$ cat src/rtl/alu_sched.sv
// alu_sched: shares one external combinational 4-op ALU between two requesters.
// The granted request is registered onto the ALU pins, the result is captured
// one cycle later into a held response, and the response is released under
// valid/ready backpressure. Back-to-back operation gives one op every 2 cycles.

// Two-way arbiter: round-robin on lastGrant, or requester 0 always first.
module alu_sched_arb #(
    parameter int FIXED_PRIO = 0
) (
    input  logic [1:0] reqValid,
    input  logic       lastGrant,
    input  logic       enable,
    output logic [1:0] grant
);
    localparam logic fixedPrio = (FIXED_PRIO != 0);

    logic pick0;

    // Requester 0 wins when alone, under fixed priority, or when it is its turn
    always_comb begin
        pick0 = reqValid[0] & (~reqValid[1] | fixedPrio | lastGrant);
        grant = 2'b00;
        if (enable) begin
            grant = {reqValid[1] & ~pick0, pick0};
        end
    end
endmodule

// Response flag derivation from the raw ALU pins.
module alu_sched_flags #(
    parameter int WIDTH = 4
) (
    input  logic [WIDTH-1:0] aluR,
    input  logic             aluCout,
    input  logic             aluOvr,
    input  logic             logicOp,
    output logic             cout,
    output logic             ovr,
    output logic             zero,
    output logic             neg
);
    // and/xor leave carry/overflow undefined on the ALU pins, so force them low
    always_comb begin
        cout = aluCout & ~logicOp;
        ovr  = aluOvr & ~logicOp;
        zero = (aluR == '0);
        neg  = aluR[WIDTH-1];
    end
endmodule

module alu_sched #(
    parameter int WIDTH      = 4,
    parameter int FIXED_PRIO = 0
) (
    input  logic             clk,
    input  logic             rst,
    input  logic [1:0]       req_valid,
    output logic [1:0]       req_ready,
    input  logic [1:0]       req_op0,
    input  logic [WIDTH-1:0] req_a0,
    input  logic [WIDTH-1:0] req_b0,
    input  logic [1:0]       req_op1,
    input  logic [WIDTH-1:0] req_a1,
    input  logic [WIDTH-1:0] req_b1,
    output logic [WIDTH-1:0] alu_a,
    output logic [WIDTH-1:0] alu_b,
    output logic             alu_s0,
    output logic             alu_s1,
    input  logic [WIDTH-1:0] alu_r,
    input  logic             alu_cout,
    input  logic             alu_ovr,
    output logic             rsp_valid,
    input  logic             rsp_ready,
    output logic             rsp_id,
    output logic [WIDTH-1:0] rsp_r,
    output logic             rsp_cout,
    output logic             rsp_ovr,
    output logic             rsp_zero,
    output logic             rsp_neg,
    output logic             busy
);
    localparam logic [1:0] IDLE = 2'd0;
    localparam logic [1:0] EXEC = 2'd1;
    localparam logic [1:0] RESP = 2'd2;

    typedef struct packed {
        logic [1:0]       op;
        logic [WIDTH-1:0] a;
        logic [WIDTH-1:0] b;
        logic             id;
    } reqT;

    logic [1:0] state;
    logic       lastGrant;
    logic       curId;
    logic       canAccept;
    logic [1:0] grant;
    logic       accept;
    reqT        sel;
    logic       fCout;
    logic       fOvr;
    logic       fZero;
    logic       fNeg;

    // A slot is free in IDLE, or in RESP when the held response leaves this cycle
    assign canAccept = (state == IDLE) | ((state == RESP) & rsp_ready);

    alu_sched_arb #(
        .FIXED_PRIO(FIXED_PRIO)
    ) uArb (
        .reqValid (req_valid),
        .lastGrant(lastGrant),
        .enable   (canAccept),
        .grant    (grant)
    );

    assign req_ready = grant;
    assign accept    = |(req_valid & grant);
    assign busy      = (state != IDLE);

    // Mux the winning requester's fields; only used on an accepting cycle
    always_comb begin
        sel = '{op: req_op0, a: req_a0, b: req_b0, id: 1'b0};
        if (grant[1]) begin
            sel = '{op: req_op1, a: req_a1, b: req_b1, id: 1'b1};
        end
    end

    alu_sched_flags #(
        .WIDTH(WIDTH)
    ) uFlags (
        .aluR   (alu_r),
        .aluCout(alu_cout),
        .aluOvr (alu_ovr),
        .logicOp(alu_s1),
        .cout   (fCout),
        .ovr    (fOvr),
        .zero   (fZero),
        .neg    (fNeg)
    );

    // Load the ALU pin registers and arbitration history on acceptance only
    always_ff @(posedge clk or posedge rst) begin
        if (rst) begin
            alu_a     <= '0;
            alu_b     <= '0;
            alu_s0    <= 1'b0;
            alu_s1    <= 1'b0;
            curId     <= 1'b0;
            lastGrant <= 1'b1;
        end else if (accept) begin
            alu_a     <= sel.a;
            alu_b     <= sel.b;
            alu_s0    <= sel.op[0];
            alu_s1    <= sel.op[1];
            curId     <= sel.id;
            lastGrant <= sel.id;
        end
    end

    // Control FSM plus the held response registers
    always_ff @(posedge clk or posedge rst) begin
        if (rst) begin
            state     <= IDLE;
            rsp_valid <= 1'b0;
            rsp_id    <= 1'b0;
            rsp_r     <= '0;
            rsp_cout  <= 1'b0;
            rsp_ovr   <= 1'b0;
            rsp_zero  <= 1'b0;
            rsp_neg   <= 1'b0;
        end else begin
            case (state)
                IDLE: begin
                    if (accept) begin
                        state <= EXEC;
                    end
                end
                EXEC: begin
                    // ALU pins have had a full cycle to settle from the registers
                    rsp_valid <= 1'b1;
                    rsp_id    <= curId;
                    rsp_r     <= alu_r;
                    rsp_cout  <= fCout;
                    rsp_ovr   <= fOvr;
                    rsp_zero  <= fZero;
                    rsp_neg   <= fNeg;
                    state     <= RESP;
                end
                RESP: begin
                    if (rsp_ready) begin
                        rsp_valid <= 1'b0;
                        state     <= accept ? EXEC : IDLE;
                    end
                end
                default: begin
                    state <= IDLE;
                end
            endcase
        end
    end
endmodule

$ cat config.mk
export PLATFORM = sky130hd
export DESIGN_NAME = alu_sched
export DESIGN_NICKNAME = d
export VERILOG_FILES = /design/src/rtl/alu_sched.sv
export SDC_FILE = /design/constraint.sdc
export NUM_CORES = 1
export LEC_CHECK = 0
export ABC_AREA = 1
export CAP_MARGIN = 10
export CORE_ASPECT_RATIO = 1.25
export CORE_MARGIN = 8
export CORE_UTILIZATION = 45
export CTS_BUF_LIST = sky130_fd_sc_hd__clkbuf_8
export DETAILED_ROUTE_END_ITERATION = 12
export PLACE_DENSITY = 0.9
export SYNTH_ARGS = -nofsm -noshare
export SYNTH_HDL_FRONTEND = slang
export SYNTH_SLANG_ARGS = --single-unit
$ cat constraint.sdc
create_clock -name clk -period 2.4 [get_ports clk]
set_input_delay 0.24 -clock clk [delete_from_list [all_inputs] [get_ports clk]]
set_output_delay 0.24 -clock clk [all_outputs]
set_load 0.1 [all_outputs]
==> results.cfg <==
[flow_run]
drv_cap = 0

[global_route]
grtUsageMet3 = 0.03717
overflow = 0
antenna_found_initial = 0
track_usage = 0.1402
grt_first_pass_wirelength_um = 4878
grt_busiest_layer = met2
grt_util_met1 = 0.1553
grt_max_degree = 25
grt_pass1_vias = 1139
use_met2 = 0.2379

[floorplan]
rows = 20
ios = 54
die_x_um = 60.89
start_util = 0.4719
die_area_um2 = 4391
dieHeight_um = 72.12
core_um2 = 2402

[setup_path]
worstPathRequired_ns = 2.16
start_kind = flop
critPathMaxFanout = 13
critPathKind = reg2out
r2r_end = alu_b[0]
max_stage_delay_ns = 0.57
reg2reg_slack_ns = 0.81
cp-end-kind = output port
rr_worst_depth = 6
r2r-start = lastGrant
crit_slowest_cell = dfstp_2
cp.arrival_ns = 1.71
crit_chain = inv_1, a21oi_1, nand2_1, clkinvlp_4, buf_12

[placed_design]
postPlaceCellArea_um2 = 1637
port_buffers = 53
dpl.hpwl_um = 2373
pre_cts_slack_ns = 0.5195
gp_congestion = 0.7489

[layout]
antenna_cells = 0
nNetsFinal = 223
design_area_um2 = 1682
area.growth.synth_to_final_pct = 48.34
drive_gt1_frac = 0.1728

[drt]
drc = 0
dr.first_iter.drc_count = 48
viasPerCell = 4.875
antenna_left = 0
wl_per_cell_um = 13.28
wirelength_um = 2975
drtPass1Iterations = 4
vias = 1092

[cts]
post_cts_buffers = 0
cts_tree = done
cts.clk_slew.worst_paths_ns = 0.08
cts_resized = 0
hold_buffers = 0
clkLatencyLatePin_ns = 0.26
clock-sinks = 23
cts_root_buf = clkbuf_8
cts_buffers = 3
ctsHtreeMaxLevel = 1
clockBufferDepth = 2

[timing]
tns_ns = 0
rsz0062_at_grt = false
fin_crit_ns = 1.950
max_slew_margin = 0.4416
tightest_slew_ns = 0.8367
slew_viol_final = 0
finalHoldViolCount = 0
holdWs_ns = 0.4506
fin_skew_ns = 0.002725
fin_ws_ns = 0.4495
setup_viol = 0
max_clock_freq_ghz = 0.5127
fin_crit_sh = 0.8127

[yosys]
yosysWarnings = 0
syn_area_um2 = 1134
syn-num-nets = 171
synth_top_area_frac = 0.4857
synth-seq-cells = 23
synth_cell_types = 17
synthCells = 140
syn_avg_cell_area_um2 = 8.097
synth_top_area_cell = dfrtp_1
netlist_top_cells_area = dfrtp_1, nand2_1, nand3_1
yosysSeqAreaShare = 0.5088

[worst_hold_path]
hold_class = in2async

[run_status]
status = complete, no violations
[synth_stat cells, drive strengths merged]
| master | instances |
|---|---|
| a21oi | 2 |
| buf | 6 |
| clkbuf | 1 |
| dfrtp | 22 |
| dfstp | 1 |
| inv | 23 |
| nand2 | 42 |
| nand3 | 21 |
| nand3b | 9 |
| nor2 | 3 |
| o21ai | 10 |
[how the worst max path moves through the flow]
stage                            start            to  slack, ns  cells after the start
final                        lastGrant  req_ready[0]       0.45                      5
after global routing         lastGrant  req_ready[0]       0.38                      5
after CTS                    lastGrant  req_ready[0]       0.45                      5
after detailed placement  req_valid[0]  req_ready[0]       0.52                      6
after global placement    req_valid[1]  req_ready[1]       0.56                      6
after floorplan               state[0]     lastGrant       0.02                      6
[sequential cells by signal (all words and copies together) (netlist names)]
signal and cells:
rsp_zero 1, alu_b 4, alu_s0 1, curId 1
rsp_cout 1, lastGrant 1, alu_s1 1, rsp_ovr 1
alu_a 4, rsp_r 4, state 2, rsp_valid 1
rsp_id 1
[cells in the final DEF (no fill, tap or decap), drive strengths merged, types with 2 or more instances in the layout]
cell type,count
nand2,42
clkdlybuf4s50,30
buf,24
inv,23
dfrtp,22
nand3,21
o21ai,10
nand3b,9
nor2,3
clkbuf,3
a21oi,2
[metal layers]
layer  vias up  routed length (µm)  part of all wire
met3         2                 257             0.086
met2        43                1489              0.50
met5         -                   0                 0
met4         0                  36             0.012
met1       506                1191              0.40
li1        541                   -                 -
[layout make-up]
class	instances	area [µm²]
inverters	23	90.09
repair buffers	54	505.5
clock inverters	1	3.754
fillers	195	720.7
well taps	33	41.29
multi-input cells	87	422.9
clock buffers	3	41.29
flip-flops and latches	23	576.8
[worst max-delay path: cells and delay by family (launching register included)]
family / cells / cell delay [ns]
AO/OA/AOI/OAI: 1 / 0.13
buffers and inverters: 3 / 0.47
flip-flops: 1 / 0.57
AND/OR/NAND/NOR: 1 / 0.30
[per-stage QoR]
step,instances,utilization
after floorplan,140,-
after global placement,220,0.6813
after detailed placement,220,0.6813
after CTS,224,0.7000
after global routing,224,0.7000
final,224,0.7000
[cells by family after synthesis]
family | synth area share
AOI/OAI and AO/OA | 0.06292
buffers and inverters | 0.1181
and+or+nand+nor | 0.3101
DFF | 0.5088
Power is not shown: default switching activity piles up to over one toggle a cycle in this logic, so the estimate is an artifact.
